## config.mk

```make
export PLATFORM = sky130hd
export DESIGN_NAME = jtframe_mouse_sched
export DESIGN_NICKNAME = d
export VERILOG_FILES = /design/src/rtl/jtframe_mouse_sched.sv
export SDC_FILE = /design/constraint.sdc
export NUM_CORES = 1
export LEC_CHECK = 0
export BUFFER_PORTS_ARGS = -buffer_cell sky130_fd_sc_hd__buf_2
export CORE_MARGIN = 10
export CORE_UTILIZATION = 45
export DETAILED_ROUTE_END_ITERATION = 12
export GPL_TIMING_DRIVEN = 0
export PLACE_DENSITY = 0.64
export REMOVE_ABC_BUFFERS = 1
export SLEW_MARGIN = 20
export SYNTH_ARGS = -nofsm -noshare
export SYNTH_HDL_FRONTEND = slang
export SYNTH_SLANG_ARGS = --single-unit
```

## constraint.sdc

```tcl
create_clock -name clk -period 2.6 [get_ports clk]
set_input_delay 0.52 -clock clk [delete_from_list [all_inputs] [get_ports clk]]
set_output_delay 0.52 -clock clk [all_outputs]
set_load 0.02 [all_outputs]
```

## src/rtl/jtframe_mouse_sched.sv

```systemverilog
// jtframe_mouse_sched
// Frame scheduler placed in front of jtframe_mouse. Bursty mouse events are
// summed per player, the sums are frozen on the LVBL falling edge, and the
// frozen values are replayed as at most two strobes: P0 first, then P1 after
// GAP idle cycles. Games therefore see one motion update per frame.
//
// Build option: define JTFRAME_MOUSE_SAT_EN to make the accumulators
// saturate and to clamp the 9-bit outputs. Without it the accumulators wrap
// and the outputs are the low 9 bits of the sum.

module jtframe_mouse_sched #(
  parameter int ACCW = 12,
  parameter int GAP  = 2
) (
  input  logic       clk,
  input  logic       rst_n,
  input  logic       lvbl,
  input  logic       lock,
  input  logic [8:0] mouse_dx,
  input  logic [8:0] mouse_dy,
  input  logic [7:0] mouse_f,
  input  logic       mouse_st,
  input  logic       mouse_idx,
  output logic [8:0] out_dx,
  output logic [8:0] out_dy,
  output logic [7:0] out_f,
  output logic       out_st,
  output logic       out_idx
);

  // Gap counter only has to hold GAP-1
  localparam int CW = (GAP > 1) ? $clog2(GAP) : 1;
  localparam logic [CW-1:0] GAP_LAST = CW'(GAP - 1);

`ifdef JTFRAME_MOUSE_SAT_EN
  localparam logic signed [ACCW:0]   SAT_POS = (ACCW+1)'((2**(ACCW-1)) - 1);
  localparam logic signed [ACCW:0]   SAT_NEG = -SAT_POS;
  localparam logic signed [ACCW-1:0] OUT_MAX = ACCW'(255);
  localparam logic signed [ACCW-1:0] OUT_MIN = ACCW'(-256);
`endif

  typedef enum logic [1:0] {
    IDLE = 2'd0,
    S0   = 2'd1,
    GAPW = 2'd2,
    S1   = 2'd3
  } state_t;

  state_t         state_reg, state_next;
  logic [CW-1:0]  cnt_reg, cnt_next;
  logic           lvbl_l_reg;
  logic           tick;
  logic           sel;

  // Values held on the outputs between strobes
  logic [8:0]     dx_hold_reg, dy_hold_reg;
  logic [7:0]     f_hold_reg;
  logic           idx_hold_reg;

  // Per-player frozen frame values, flattened for the replay mux
  logic [1:0][8:0] snap_dx, snap_dy;
  logic [1:0][7:0] snap_f;
  logic [1:0]      snap_pend;

  // Sign-extend a 9-bit event delta to accumulator width
  function automatic logic signed [ACCW-1:0] sext(input logic signed [8:0] d);
    return ACCW'(d);
  endfunction

  // Add one event delta to an accumulator
  function automatic logic signed [ACCW-1:0] acc_add(
    input logic signed [ACCW-1:0] a,
    input logic signed [8:0]      d
  );
`ifdef JTFRAME_MOUSE_SAT_EN
    logic signed [ACCW:0] s;
    s = (ACCW+1)'(a) + (ACCW+1)'(d);
    if (s > SAT_POS)
      return SAT_POS[ACCW-1:0];
    else if (s < SAT_NEG)
      return SAT_NEG[ACCW-1:0];
    else
      return s[ACCW-1:0];
`else
    return a + sext(d);
`endif
  endfunction

  // Reduce an accumulator to the 9-bit delta sent to jtframe_mouse
  function automatic logic [8:0] narrow(input logic signed [ACCW-1:0] a);
`ifdef JTFRAME_MOUSE_SAT_EN
    if (a > OUT_MAX)
      return 9'h0FF;
    else if (a < OUT_MIN)
      return 9'h100;
    else
      return a[8:0];
`else
    return a[8:0];
`endif
  endfunction

  // Frame tick: LVBL falling edge, only when unlocked and not already sending
  assign tick = lvbl_l_reg & ~lvbl & ~lock & (state_reg == IDLE);

  // Delayed copy of LVBL for edge detection
  always_ff @(posedge clk or negedge rst_n) begin
    if (!rst_n)
      lvbl_l_reg <= 1'b1;
    else
      lvbl_l_reg <= lvbl;
  end

  genvar gi;
  generate
    for (gi = 0; gi < 2; gi++) begin : gen_player
      logic signed [ACCW-1:0] acc_x_reg, acc_y_reg;
      logic [7:0]             flg_reg;
      logic                   pend_reg;
      logic [8:0]             snap_dx_reg, snap_dy_reg;
      logic [7:0]             snap_f_reg;
      logic                   snap_pend_reg;
      logic                   hit;

      assign hit = mouse_st & (mouse_idx == 1'(gi));

      // Accumulate events; on a tick freeze the frame and restart the sum,
      // seeding it with any event arriving in the tick cycle itself
      always_ff @(posedge clk or negedge rst_n) begin
        if (!rst_n) begin
          acc_x_reg     <= '0;
          acc_y_reg     <= '0;
          flg_reg       <= '0;
          pend_reg      <= 1'b0;
          snap_dx_reg   <= '0;
          snap_dy_reg   <= '0;
          snap_f_reg    <= '0;
          snap_pend_reg <= 1'b0;
        end else begin
          if (tick) begin
            snap_dx_reg   <= narrow(acc_x_reg);
            snap_dy_reg   <= narrow(acc_y_reg);
            snap_f_reg    <= flg_reg;
            snap_pend_reg <= pend_reg;
            acc_x_reg     <= hit ? sext(mouse_dx) : '0;
            acc_y_reg     <= hit ? sext(mouse_dy) : '0;
            pend_reg      <= hit;
          end else if (hit) begin
            acc_x_reg     <= acc_add(acc_x_reg, mouse_dx);
            acc_y_reg     <= acc_add(acc_y_reg, mouse_dy);
            pend_reg      <= 1'b1;
          end
          if (hit)
            flg_reg <= mouse_f;
        end
      end

      assign snap_dx[gi]   = snap_dx_reg;
      assign snap_dy[gi]   = snap_dy_reg;
      assign snap_f[gi]    = snap_f_reg;
      assign snap_pend[gi] = snap_pend_reg;
    end
  endgenerate

  // Replay sequencer state
  always_ff @(posedge clk or negedge rst_n) begin
    if (!rst_n) begin
      state_reg <= IDLE;
      cnt_reg   <= '0;
    end else begin
      state_reg <= state_next;
      cnt_reg   <= cnt_next;
    end
  end

  // Next state and strobe outputs; data come straight from the frozen
  // snapshot during a strobe and from the hold registers otherwise
  always_comb begin
    state_next = state_reg;
    cnt_next   = cnt_reg;
    out_st     = 1'b0;
    sel        = 1'b0;
    case (state_reg)
      IDLE: begin
        if (tick)
          state_next = S0;
      end
      S0: begin
        out_st     = snap_pend[0];
        state_next = GAPW;
        cnt_next   = GAP_LAST;
      end
      GAPW: begin
        if (cnt_reg == '0)
          state_next = S1;
        else
          cnt_next = cnt_reg - 1'b1;
      end
      S1: begin
        out_st     = snap_pend[1];
        sel        = 1'b1;
        state_next = IDLE;
      end
      default: state_next = IDLE;
    endcase
    out_dx  = out_st ? snap_dx[sel] : dx_hold_reg;
    out_dy  = out_st ? snap_dy[sel] : dy_hold_reg;
    out_f   = out_st ? snap_f[sel]  : f_hold_reg;
    out_idx = out_st ? sel          : idx_hold_reg;
  end

  // Keep the last strobe's values on the outputs until the next strobe
  always_ff @(posedge clk or negedge rst_n) begin
    if (!rst_n) begin
      dx_hold_reg  <= '0;
      dy_hold_reg  <= '0;
      f_hold_reg   <= '0;
      idx_hold_reg <= 1'b0;
    end else if (out_st) begin
      dx_hold_reg  <= out_dx;
      dy_hold_reg  <= out_dy;
      f_hold_reg   <= out_f;
      idx_hold_reg <= out_idx;
    end
  end

endmodule

```

# --- Word level (Yosys, flattened, before mapping) ---
# Index checks and enable logic that the tools add are counted.
word_totals:
  input_bits: 32
  word_cells: 80
  regBits: 151
  out_inout_bits: 28
classes:
  mux: 33
  reduce_logical: 5
  n_addsub: 5
  eq_ne: 5
  magnitude_cmp: 1
  bitwise: 8
ops:
  columns: ["operator", "count"]
  rows:
  - ["$mux 12", 12]
  - ["$mux 9", 6]
  - ["$add 12x9->12", 4]
  - ["$mux 8", 3]
  - ["$pmux 2 s4", 1]
  - ["$mux 1", 7]
  - ["$reduce_bool 2->1", 3]
  - ["$and 1x1->1", 5]
  - ["$eq 2x2->1 const B", 2]
  - ["$mux 2", 2]
  - ["$ne 2x2->1 const B", 2]
  - ["$pmux 1 s2", 2]
  - ["$not 1->1", 3]
  - ["$eq 2x1->1 const B", 1]
  - ["$logic_not 2->1", 1]
  - ["$lt 1x2->1 const B", 1]
  - ["$reduce_and 2->1", 1]
  - ["$sub 1x1->1 const B", 1]

# --- Depth between registers and ports, before layout ---
logic_depth:
  ltp_word: 6
  depth_mapped: 8
  ltp_nobuf: 7

# --- Least setup slack after synthesis ---
# OpenSTA, ideal clock, no wires.
synth_timing:
  path_kind: "flip-flop to output port"
  start: "register state_reg[0]"
  end: "output port out_f[0]"
  required_ns: 2.080
  path_slack_ns: 0.439
  stages_incl_launch_ff: 7
  n_path_buf: 2
  arrival_ns: 1.641
  path_cell_list: "dfrtp_1 ha_1 a22oi_1 buf_2 buf_4 nand2_1 o21ai_0"
synth_via:
  elab_chain_len: 5
  elab_cells_between_ends: 7
  cone_classes: "2 x eq/ne; 5 x mux"
synth_lines:
  columns: ["element", "line", "text"]
  rows:
  - ["from (decl)", "49", "state_t state_reg, state_next;"]
  - ["from (signal assigned)", "171", "state_reg <= state_next;"]
  - ["$eq 2x2->1", "183", "case (state_reg)"]
  - ["$mux 1", "183", null]
  - ["$mux 8 (implied by the code) (2 in a row)", "208", "out_f = out_st ? snap_f[sel] : f_hold_reg;"]
  - ["$mux 8 (*)", "208", null]
  - ["to (decl)", "26", "output logic [7:0] out_f,"]
# Mark *: on every way between the ends. The rest lies on a longest branch, timed or not. The select of a mux whose other input is x is not followed.

# --- Worst setup path in the final report ---
layout_timing:
  start: "register state_reg[1]"
  end: "output port out_dy[6]"
layout_via:
  elab_chain_len: 5
  elab_cells_between_ends: 7
  cone_classes: "2 x eq/ne; 5 x mux"
layout_lines:
  columns: ["element", "line", "text"]
  rows:
  - ["$eq 2x2->1", "183", null]
  - ["$mux 1", "183", null]
  - ["$mux 9 (implied by the code) (2 in a row)", "207", "out_dy = out_st ? snap_dy[sel] : dy_hold_reg;"]
  - ["$mux 9 (*)", "207", null]
  - ["to (decl)", "25", "output logic [8:0] out_dy,"]
# Marks and branches as above.

==> flow_summary.json <==
{
  "period_needed_ps": 2516,
  "via_per_inst": 5.257,
  "nets": 943,
  "fmaxAchievable_mhz": 397.4,
  "r2r_cells": 6,
  "grt-ovfl-total": 0,
  "postRouteAntennaNets": 0,
  "mostFrequentLayoutCells": "274 x nand2_1, 136 x dfrtp_1, 81 x o21ai_0",
  "hold_violations": 0,
  "crit_path_top_delay_cell": "dfrtp_2",
  "core_area_um2": 16000,
  "regArea_um2": 3482,
  "total_power_mw": 10.73,
  "cts_tree": "done",
  "slew_violations": 0,
  "ir_drop_v": 0.0007843,
  "fin_crit_sh_pct": 96.78,
  "synth_edf_count": 0,
  "pre_cts_slack_ps": -215.7,
  "dieHeight_um": 148.3,
  "crit_arrival_ps": 2000,
  "clock_latency_ps": 430,
  "fin_skew_ps": 6.950,
  "nFillCells": 1462,
  "power_density_nw_per_um2": 1217,
  "synthToLayoutAreaGrowth_pct": 19.01,
  "required_ps": 2080,
  "drt_iter0_markers": 377,
  "holdBufCountCts": 0,
  "die_x_um": 148.3,
  "drv_cap": 0,
  "leakage_nw": 4.408,
  "gp_congestion": 0.7755,
  "htree_levels": 4,
  "dr_wl_met3_um": 736,
  "track_usage_pct": 15.72,
  "slowest_delay_ps": 440,
  "die_area_um2": 22000,
  "final_common_cell": "nand2_1",
  "path_depth": 6,
  "synthFlopType": "dfrtp_1",
  "clock_sinks": 139,
  "post_synth_inst_count": 812,
  "multi_input_area_um2": 3717,
  "ys_types": 44,
  "grt_pass1_wl_um": 28150,
  "grt_max_degree": 78,
  "startpoint_type": "flip-flop",
  "io_pins": 60,
  "syn_area_um2": 7410,
  "drive_gt1_share_pct": 16.65,
  "drc": 0,
  "clk_pin_slew_ps": 70,
  "routed_wl_um": 17410,
  "first_pass_iters": 5,
  "path_cells": "ha_4 > buf_4 > buf_16 > mux2i_1 > o21ai_0 > buf_2",
  "cts_max_path_buffers": 2,
  "cts-root-buf": "clkbuf_16",
  "critPathKind": "reg -> out",
  "grt_pass1_vias": 5524,
  "portBuffers": 59,
  "crit_buf_inv": 3,
  "relSlewSlack_pct": 47.35,
  "wl_met2_um": 7754,
  "initial_core_util_pct": 46.31,
  "hp-class": "in -> async",
  "tightest_slew_ps": 786.2,
  "async_flop_share_pct": 100.0,
  "cp_max_fo": 14,
  "reg2reg_from": "lvbl_l_reg$_DFF_PN1_",
  "worstReg2RegEnd": "gen_player[0].acc_y_reg[7]$_DFFE_PN0P_",
  "whs_ps": 31.25,
  "setup_viol": 0,
  "yosysWarnings": 0,
  "r2r_slack_ps": 350,
  "end_kind": "output port",
  "yosysSeqAreaShare_pct": 46.96,
  "outcome": "completed",
  "cts_buffers": 17,
  "crit_family": "buffers and inverters",
  "synth_area_per_cell_um2": 9.125,
  "n_antenna_cell": 0,
  "vias": 5777,
  "highest_layer": "met4",
  "std_cell_rows": 46,
  "fin_setup_tns_ps": 0,
  "wl_met1_um": 8714,
  "ys_ff_latch": 139,
  "setup_ws_ps": 83.68,
  "place_hpwl_um": 11110,
  "antenna_found_initial": 0,
  "routedWlPerCell_um": 15.84
}
## cell type report
cell class                      instances  area share [%]
Tap cell                              216           3.065
Clock inverter                         15           1.986
Clock buffer                           17           4.824
Inverter                                8          0.3405
Timing Repair Buffer                   83           8.144
Multi-Input combinational cell        621           42.15
Sequential cell                       139           39.49
## synth_stat cells, types with 7 or more instances
cell | n | area, um^2
xnor2_1 | 8 | 70.07
a21oi_1 | 24 | 120.1
and3_1 | 12 | 75.07
a21oi_2 | 7 | 61.31
clkbuf_1 | 11 | 41.29
a22o_1 | 14 | 122.6
dfrtp_1 | 138 | 3453
nand3_1 | 18 | 90.09
inv_1 | 8 | 30.03
mux2i_1 | 43 | 430.4
buf_2 | 23 | 115.1
o21ai_0 | 85 | 425.4
nor2_1 | 13 | 48.80
xor2_1 | 8 | 70.07
buf_4 | 7 | 52.55
ha_1 | 37 | 462.9
nand2_1 | 276 | 1036
## worst register-to-register path: stages (launching register included)
cell	delay, ps
dfstp_2	510
nor3b_2	290
nand2_4	320
buf_16	320
nor2_4	490
a21oi_1	150
o31ai_1	80
## metal layers
| metal | vias to the layer above | track usage (%) |
|---|---|---|
| li1 | 2889 | - |
| met4 | 0 | 5.005 |
| met1 | 2785 | 21.48 |
| met3 | 14 | 4.096 |
| met5 | - | 0 |
| met2 | 89 | 23.77 |
## cells by family (layout without fill, tap and decap cells)
group / Yosys count / after routing / synth area share, %
buf+inv: 52 / 123 / 3.479
xor+xnor: 16 / 16 / 1.891
simple gates: 345 / 345 / 19.22
compound gates: 176 / 176 / 15.32
mux: 43 / 43 / 5.809
flops: 139 / 139 / 46.96
fa+ha+maj: 41 / 41 / 7.329
## power by group
part           internal, mW  leakage, nW  switching [mW]
sequential             3.02         1.75           0.525
combinational          2.10         2.36            2.58
clock                  1.45        0.293            1.05
## through the flow
stage          util [%]  instance area [um^2]  instances
2_1_floorplan         -                  7182        768
3_3_place_gp      48.42                  7747       1043
3_5_place_dp      49.92                  7988       1053
4_1_cts           54.34                  8695       1095
5_1_grt           55.11                  8818       1099
6_report          55.11                  8818       1099
## how the worst max path moves through the flow
stage,slack (ps),to,startpoint
4_1_cts,10,out_dx[2],state_reg[1]$_DFFE_PN0P_
5_1_grt,-0.6,out_dy[2],state_reg[1]$_DFFE_PN0P_
6_report,80,out_dy[6],state_reg[1]$_DFFE_PN0P_
2_1_floorplan,-2490,out_dx[0],state_reg[0]$_DFFE_PN0P_
3_5_place_dp,-220,out_dx[2],state_reg[0]$_DFFE_PN0P_
3_3_place_gp,-4760,out_dx[6],state_reg[0]$_DFFE_PN0P_
## timing repair
item,in CTS,in global routing
setup endpoints to repair,27,28
gates resized for setup,7,18
pin swaps,2,1
cloned,0,3
buffers inserted,10,1
Power figures use the tool's default switching activity.
